--- src/rtl/level_fifo_pkg.sv ---
// Shared width helpers and default threshold constants for level_fifo.
// Imported by level_fifo and level_fifo_ram.
package level_fifo_pkg;

    // The default almost-full threshold sits this many words below DEPTH.
    localparam int unsigned AFULL_MARGIN   = 4;
    localparam int unsigned AEMPTY_DEFAULT = 4;

    function automatic int unsigned ptr_width(input int unsigned depth);
        return $clog2(depth);
    endfunction

    // One extra bit so the count can hold the value DEPTH itself.
    function automatic int unsigned lvl_width(input int unsigned depth);
        return $clog2(depth) + 1;
    endfunction

endpackage

--- src/rtl/level_fifo_ram.sv ---
// Simple dual-port storage for level_fifo.
// Synchronous write port and a registered read port, shaped for block-RAM inference.
module level_fifo_ram
    import level_fifo_pkg::*;
#(
    parameter int unsigned WIDTH = 8,
    parameter int unsigned DEPTH = 256
) (
    input  logic                        clock,
    input  logic                        reset,
    input  logic                        wr_en,
    input  logic [ptr_width(DEPTH)-1:0] wr_addr,
    input  logic [WIDTH-1:0]            wr_data,
    input  logic                        rd_en,
    input  logic [ptr_width(DEPTH)-1:0] rd_addr,
    output logic [WIDTH-1:0]            rd_data
);

    logic [WIDTH-1:0] mem [DEPTH];

    always_ff @(posedge clock) begin
        if (wr_en) begin
            mem[wr_addr] <= wr_data;
        end
    end

    // The output register carries a synchronous reset; the array itself is never cleared.
    always_ff @(posedge clock) begin
        if (reset) begin
            rd_data <= '0;
        end else if (rd_en) begin
            rd_data <= mem[rd_addr];
        end
    end

endmodule

--- src/rtl/level_fifo.sv ---
// Synchronous FIFO with a registered level count, threshold flags and sticky error flags.
// Define LEVEL_FIFO_FWFT_EN to build the first-word-fall-through variant.
module level_fifo
    import level_fifo_pkg::*;
#(
    parameter int unsigned WIDTH        = 8,
    parameter int unsigned DEPTH        = 256,
    parameter int unsigned AFULL_LEVEL  = DEPTH - AFULL_MARGIN,
    parameter int unsigned AEMPTY_LEVEL = AEMPTY_DEFAULT
) (
    input  logic                        clock,
    input  logic                        reset,
    input  logic                        in_shift,
    input  logic [WIDTH-1:0]            in_data,
    output logic                        in_full,
    output logic                        in_afull,
    input  logic                        out_pop,
    output logic [WIDTH-1:0]            out_data,
    output logic                        out_nempty,
    output logic                        out_aempty,
    output logic [lvl_width(DEPTH)-1:0] level,
    output logic                        overflow,
    output logic                        underflow,
    input  logic                        err_clear
);

    localparam int unsigned PW = ptr_width(DEPTH);
    localparam int unsigned LW = lvl_width(DEPTH);

    localparam logic [LW-1:0] FULL_LVL   = LW'(DEPTH);
    localparam logic [LW-1:0] AFULL_LVL  = LW'(AFULL_LEVEL);
    localparam logic [LW-1:0] AEMPTY_LVL = LW'(AEMPTY_LEVEL);

    if ((DEPTH < 4) || ((DEPTH & (DEPTH - 1)) != 0)) begin : gen_depth_check
        $error("level_fifo: DEPTH must be a power of two and at least 4");
    end

    logic [PW-1:0]    wptr_q;
    logic [PW-1:0]    rptr_q;
    logic [PW-1:0]    rptr_d;
    logic [LW-1:0]    level_d;
    logic             push;
    logic             pop;
    logic [WIDTH-1:0] ram_data;
    logic             ram_rd_en;
    logic [PW-1:0]    ram_rd_addr;

    // Acceptance uses only registered flags, so a full FIFO still pops and an empty one still pushes.
    assign push = in_shift && !in_full;
    assign pop  = out_pop && out_nempty;

    always_comb begin
        rptr_d  = pop ? rptr_q + PW'(1) : rptr_q;
        level_d = level;
        case ({push, pop})
            2'b10:   level_d = level + LW'(1);
            2'b01:   level_d = level - LW'(1);
            default: level_d = level;
        endcase
    end

    always_ff @(posedge clock) begin
        if (reset) begin
            wptr_q     <= '0;
            rptr_q     <= '0;
            level      <= '0;
            in_full    <= 1'b0;
            in_afull   <= 1'b0;
            out_nempty <= 1'b0;
            out_aempty <= 1'b1;
            overflow   <= 1'b0;
            underflow  <= 1'b0;
        end else begin
            if (push) begin
                wptr_q <= wptr_q + PW'(1);
            end
            rptr_q     <= rptr_d;
            level      <= level_d;
            in_full    <= (level_d == FULL_LVL);
            in_afull   <= (level_d >= AFULL_LVL);
            out_nempty <= (level_d != '0);
            out_aempty <= (level_d <= AEMPTY_LVL);
            // A new error event takes priority over a simultaneous clear.
            overflow   <= (in_shift && in_full) || (overflow && !err_clear);
            underflow  <= (out_pop && !out_nempty) || (underflow && !err_clear);
        end
    end

`ifdef LEVEL_FIFO_FWFT_EN
    logic             bypass_q;
    logic [WIDTH-1:0] bypass_data_q;

    // Prefetch the word that will be at the head after this edge.
    assign ram_rd_en   = 1'b1;
    assign ram_rd_addr = rptr_d;

    // A word written into the slot being prefetched is not visible through the RAM yet.
    always_ff @(posedge clock) begin
        if (reset) begin
            bypass_q      <= 1'b0;
            bypass_data_q <= '0;
        end else begin
            bypass_q <= push && (wptr_q == rptr_d);
            if (push) begin
                bypass_data_q <= in_data;
            end
        end
    end

    assign out_data = bypass_q ? bypass_data_q : ram_data;
`else
    assign ram_rd_en   = pop;
    assign ram_rd_addr = rptr_q;
    assign out_data    = ram_data;
`endif

    level_fifo_ram #(
        .WIDTH (WIDTH),
        .DEPTH (DEPTH)
    ) u_ram (
        .clock   (clock),
        .reset   (reset),
        .wr_en   (push),
        .wr_addr (wptr_q),
        .wr_data (in_data),
        .rd_en   (ram_rd_en),
        .rd_addr (ram_rd_addr),
        .rd_data (ram_data)
    );

endmodule

--- config.mk ---
export PLATFORM = sky130hd
export DESIGN_NAME = level_fifo
export DESIGN_NICKNAME = d
export VERILOG_FILES = /design/src/rtl/level_fifo_pkg.sv /design/src/rtl/level_fifo_ram.sv /design/src/rtl/level_fifo.sv
export SDC_FILE = /design/constraint.sdc
export NUM_CORES = 2
export LEC_CHECK = 0
export CORE_ASPECT_RATIO = 0.7
export CORE_MARGIN = 3
export CORE_UTILIZATION = 45
export CTS_BUF_LIST = sky130_fd_sc_hd__clkbuf_2 sky130_fd_sc_hd__clkbuf_4 sky130_fd_sc_hd__clkbuf_8
export DETAILED_ROUTE_END_ITERATION = 8
export GPL_TIMING_DRIVEN = 0
export PLACE_DENSITY = 0.64
export SETUP_SLACK_MARGIN = 0.15
export SYNTH_ARGS = -nofsm -noshare
export SYNTH_HDL_FRONTEND = slang
export SYNTH_SLANG_ARGS = --single-unit
export TNS_END_PERCENT = 5
--- constraint.sdc ---
create_clock -name clock -period 3.2 [get_ports clock]
set_input_delay 0.64 -clock clock [delete_from_list [all_inputs] [get_ports clock]]
set_output_delay 0.64 -clock clock [all_outputs]
set_load 0.01 [all_outputs]
* Word-level counts from Yosys, hierarchy flattened
Memories as Yosys holds them, arrays and structs flattened. A register that Yosys moved wholly into a read port is not among the register bits.
Cells that the tools add are included.
Widths: inputs -> output; s select.
** Word-level totals
- Flip-flop bits (word level) :: 31
- RAM bits :: 2048
- Input bits :: 13
- Output and inout bits :: 23
- Memories :: 1
** Operators by class
- Add/subtract/negate cells :: 4
- Order comparisons :: 2
- Eq/ne operators :: 3
- Multiplexer cells :: 3
- Reduce and logical (&&, ||, !) cells :: 12
** Memory list
- u_ram.mem :: words 256, bits a word 8, read ports 1, clocked after memory_dff 1, wr ports 1, RTL line level_fifo_ram.sv:19 : logic [WIDTH-1:0] mem [DEPTH];
** Operators with widths (count)
- $pmux 9 s2 :: 1
- $add 8x1->8 const B :: 2
- $add 9x1->9 const B :: 1
- $eq 9x9->1 const B :: 1
- $ge 9x8->1 const B :: 1
- $le 9x3->1 const B :: 1
- $reduce_bool 9->1 :: 1
- $sub 9x1->9 const B :: 1
- $logic_and 1x1->1 :: 6
- $logic_not 1->1 :: 3
- $eq 2x1->1 const B :: 1
- $eq 2x2->1 const B :: 1
- $logic_or 1x1->1 :: 2
- $mux 1 :: 2

* Longest topological paths before layout
- Depth after elaboration :: 5
- Mapped depth :: 13
- Mapped depth without buffers :: 12

* Cells and area by module
Synthesis repeated with hierarchy kept, for this count alone.
** Second synthesis, totals
- Cells, all modules :: 4152
- Area, all modules :: 82268.9 um^2
** By module, submodules not included
- level_fifo_ram :: instances 1, cells each 3938, area each 80524.7 um^2
- level_fifo :: instances 1, cells each 214, area each 1744.2 um^2

* Worst setup path before layout
Ideal clock, no wire load.
- Path type :: input-to-reg
- Start :: in in_shift
- End :: reg out_nempty
- Setup time :: 0.156 ns
- Data arrival time :: 3.052 ns
- Data required time :: 3.044 ns
- Slack :: -0.008 ns
- Cell stages on the path :: 12
- Path buffers :: 0
- Path through :: nor2b_1 -> inv_1 -> nand2_1 -> xnor2_1 -> ha_1 -> or3b_1 -> o32ai_1 -> a311oi_1 -> or4_1 -> o21ai_1 -> xnor2_1 -> a41oi_1
** On the way
- Longest elaborated chain between the ends :: 4
- Elaborated cells on any way between the ends :: 5
- Classes of those cells :: eq/ne: 2; mux: 1; reduce/logical: 2
** Ends and longest elaborated chain
- start, declared :: RTL line level_fifo.sv:13 : input logic in_shift,
- $logic_and 1x1->1 (*) :: RTL line level_fifo.sv:49 : assign push = in_shift && !in_full;
- $eq 2x1->1 / $eq 2x2->1 (equally long branches) :: RTL line level_fifo.sv:55 : case ({push, pop})
- $pmux 9 s2 (*) :: RTL line level_fifo.sv:55
- $reduce_bool 9->1 (*) :: RTL line level_fifo.sv:81 : out_nempty <= (level_d != '0);
- end signal, assigned :: RTL line level_fifo.sv:81
- end, declared :: RTL line level_fifo.sv:19 : output logic out_nempty,
Every way passes the cells marked *; elsewhere a longest branch is shown, timed or not.
A chain may end at the register's enable or synchronous reset.

* Worst setup path after layout
- Start :: reg in_full
- End :: mem u_ram.mem[32][5], enable pin
** On the way
- Longest elaborated chain between the ends :: 4
** Ends and longest elaborated chain
- start, declared :: RTL line level_fifo.sv:15 : output logic in_full,
- start signal, assigned :: RTL line level_fifo.sv:79 : in_full <= (level_d == FULL_LVL);
- $logic_not 1->1 :: RTL line level_fifo.sv:49
- $logic_and 1x1->1 :: RTL line level_fifo.sv:49
- $mux 1 :: RTL line level_fifo_ram.sv:22 : if (wr_en) begin
- $mux 1 (implied by the code) :: RTL line level_fifo_ram.sv:23 : mem[wr_addr] <= wr_data;
- end, declared :: RTL line level_fifo_ram.sv:19
Every way passes these cells.

==> flow_summary_export.csv <==
group,metric,value,unit
run_status,status,"finished with violations",
run_status,violated_checks,"negative setup slack",
die,top_level_port_count,36,
power,p_leak,28.6,nW
detailed_routing,totalWireLength,272000,um
power,switchingPower,15.3,mW
power,power.internal,44.0,mW
setup_path,data_required_time_of_the_critical_path,3.83,ns
clock_tree,cts_hold_buf,0,
setup_path,crit_path_kind,"flop to flop",
setup_path,slowest_stage,"nor2_1",
global_routing,grt-ovfl-total,0,
logic_synthesis,synthDominantAreaCellType,"edfxtp_1",
layout,layout.nets,4657,
timing,worstMarginPinSlew,1.40,ns
clock_tree,cts_tree,"done",
timing,finalHoldViolCount,0,
detailed_routing,post_drt_wl_per_cell,37.6,um
detailed_routing,dr.pass1.iters,7,
setup_path,cp_slowest_stage_delay,1.24,ns
logic_synthesis,synth_seq_area_share,0.758,
logic_synthesis,synth-main-ff-cell,"edfxtp_1",
die,floorplan.die_area,188000,um2
logic_synthesis,synthTopCellsByArea,"edfxtp_1 (75%), mux4_2 (9.8%), mux2i_1 (4.0%)",
power,combPwrFrac,0.139,
logic_synthesis,ys_ff_latch,2087,
global_routing,antenna_found_initial,8,
layout,area.growth.synth_to_final,16.0,%
timing,max_slew_violation_count,0,
logic_synthesis,synth_edf_count,2048,
setup_path,timing.critical_path.arrival,3.98,ns
timing,timing.clock.skew,0.0561,ns
power,pwr_density,622,nW/um2
setup_path,cp_max_fo,10,
place,numPortBuffers,34,
clock_tree,cts_root_buffer,"clkbuf_8",
logic_synthesis,postSynthAreaPerCell,19.4,um2
setup_path,worstSetupStartpointType,"flop",
global_routing,global_route_wire_length_before_repair,368000,um
power,fin_total_pwr,59.3,mW
clock_tree,clk_pin_slew_worst_paths,0.07,ns
setup_path,crit_family,"simple AND/OR/NAND/NOR gates",
die,core,180000,um2
timing,rsz_0062_raised_after_global_routing,"true",
place,dpl_ws,-2.01,ns
die,die_width,517,um
setup_path,endpoint_kind,"flop",
setup_path,worst_path_most_repeated_cell,"buf_2",
detailed_routing,ant_nets,0,
logic_synthesis,yosys_warnings,0,
timing,worst_case_setup_margin_in_the_final_layout,-0.146,ns
die,initial_utilization,0.455,
layout,utilization,0.528,
timing,clock.fmax,299,MHz
global_routing,grt_pass1_vias,44900,
hold_path,worst_hold_path_type,"primary input to flop",
global_routing,grt_max_degree,141,
setup_path,timing.critical_path.cells,"nor2b_4, buf_2, buf_2, nand3_1, nor2_1",
layout,post-route-cell-area,95300,um2
logic_synthesis,synth_async_sr_flop_share,0,
timing,layout_min_cycle_time,3.35,ns
clock_tree,count_of_clock_tree_sinks,2087,
place,detailedPlacementHpwl,181000,um
die,die-height,363,um
timing,final.period_utilization,1.05,
timing,worst_slew_margin_rel,0.0599,
logic_synthesis,synth_largest_type_area_fraction,0.749,
place,globalplace.congestion,1.04,
timing,setup_viol,91,
place,placement.cell_area,85900,um2
clock_tree,clk-insertion-delay-late,1.04,ns
layout,layout-drive-gt1-share,0.302,
detailed_routing,vias_per_cell,6.58,
detailed_routing,drc,0,
setup_path,critical_path.n_buffers_inverters,2,
detailed_routing,initialDrtViolationCount,8055,
flow_run,cap_viol_max_count,0,
power,clock_power_share,0.351,
clock_tree,clock_path_buffers,4,
clock_tree,cts-buffers-inserted,316,
logic_synthesis,number_of_distinct_library_cells_after_synthesis,77,
global_routing,grt.total_usage,0.287,
logic_synthesis,syn_nets,4254,
detailed_routing,route.vias.total,47500,
logic_synthesis,post_synth_inst_count,4234,
die,number_of_standard_cell_rows_in_the_floorplan,130,
logic_synthesis,mappedNetlistArea,82100,um2
power,share_seq_of_total_power,0.509,
power,vdd_ir_drop_max,0.000577,V
timing,fin_hold_ws,0.116,ns
clock_tree,cts-htree-levels,5,
power,switching_share,0.257,
## kinds of logic after synthesis
group / share of synthesized area
adder cells (fa/ha/maj): 0.00107
XOR/XNOR: 0.00181
AO/OA/AOI/OAI: 0.0401
buffers and inverters: 0.0193
AND/OR/NAND/NOR: 0.0368
multiplexers: 0.143
flip-flops: 0.758
## sequential cells by signal, summed over array words and instances, names as in the netlist
register,count
level,9
in_full,1
overflow,1
ram_rd_addr,8
in_afull,1
out_aempty,1
underflow,1
u_ram.rd_data,8
wptr_q,8
u_ram.mem,2048
out_nempty,1
## cells in the final DEF, fill, tap and decap left out, drive strengths merged, types with 11 or more instances in the layout
cell type | netlist | routed
o21ai | 65 | 65
nor3 | 80 | 80
a21oi | 96 | 96
nand2 | 95 | 95
nor2 | 308 | 308
nor2b | 14 | 14
clkdlybuf4s50 | 0 | 26
inv | 11 | 14
buf | 128 | 198
dfxtp | 39 | 39
a221o | 12 | 12
o31ai | 13 | 13
mux2i | 331 | 331
nor4 | 37 | 37
edfxtp | 2048 | 2048
o221ai | 108 | 108
a211o | 11 | 11
clkbuf | 144 | 550
clkinv | 2 | 99
mux4 | 369 | 369
o22ai | 48 | 48
a22oi | 64 | 64
nand3 | 74 | 74
## final cells by class
type	instances	area (um2)
fillers	14000	85100
flip-flops and latches	2087	62300
multi-input cells	1862	20500
clock buffers	421	5170
well taps	2376	2970
plain buffers	272	2540
repair buffers	85	1210
clock inverters	106	487
inverters	13	61.3
diodes	3	7.51
## power groups by stage
| stage | clock [mW] | combinational (mW) | sequential [mW] |
|---|---|---|---|
| 2_1_floorplan | 0 | 4.13 | 30.7 |
| 3_3_place_gp | 0 | 6.97 | 31.1 |
| 3_5_place_dp | 0 | 7.08 | 30.8 |
| 4_1_cts | 20.8 | 8.00 | 30.2 |
| 5_1_grt | 22.1 | 8.43 | 30.2 |
| 6_report | 20.8 | 8.27 | 30.2 |
## final timing paths
path / from / endpoint / slack [ns] / cells past startpoint
worst max-delay path: in_full / u_ram.mem[32][5] / -0.15 / 5
worst max register to register: in_full / u_ram.mem[32][5] / -0.15 / 5
worst min register to register: wptr_q[1] / wptr_q[1] / 0.52 / 2
worst min-delay path: in_data[2] / u_ram.mem[140][2] / 0.12 / 1
## layer usage
metal / vias up / share of wire / GRT usage
li1: 18300 / - / -
met1: 24800 / 0.40 / 0.421
met2: 3844 / 0.40 / 0.374
met3: 567 / 0.16 / 0.128
met4: 5 / 0.037 / 0.106
met5: - / 0.00085 / 0
## synthesized netlist by cell type, drive strengths merged, types with 4 or more instances
cell     count
a22o         7
o21ai       65
nand2b       9
and2         7
or3         10
a221o       12
a21oi       96
a211o       11
nor2b       14
nor3        80
nand2       95
xnor2        8
ha           7
edfxtp    2048
mux4       369
clkbuf     144
nand4        7
o22ai       48
or2          8
inv         11
xor2         9
a221oi       8
o221ai     108
o211ai       4
nand3       74
nor4        37
buf        128
a22oi       64
mux2i      331
dfxtp       39
o31ai       13
a2111oi      4
nor2       308
## worst reg2reg max path, stage by stage, from the launching register on
cell and delay, ns:
dfxtp_2 0.35, nor2b_4 0.18, buf_2 0.31, buf_2 0.32
nand3_1 0.53, nor2_1 1.24
## stage by stage
stage               setup TNS [ns]  std cells
floorplan                        0       4234
global placement                 -       6644
detailed placement        -2159.45       6657
CTS                          -2.36       7222
global route                 -8.22       7224
finish                       -4.18       7225
## timing repair
action | 4_1_cts | 5_1_grt
endpoints found under the hold margin | 0 | 0
buffers inserted | 36 | 0
gates resized for setup | 784 | 139
cloned | 2 | 0
endpoints found under the setup margin | 1843 | 1413
pin swaps | 51 | 15
Note: power is estimated with default switching activity, not from simulation.
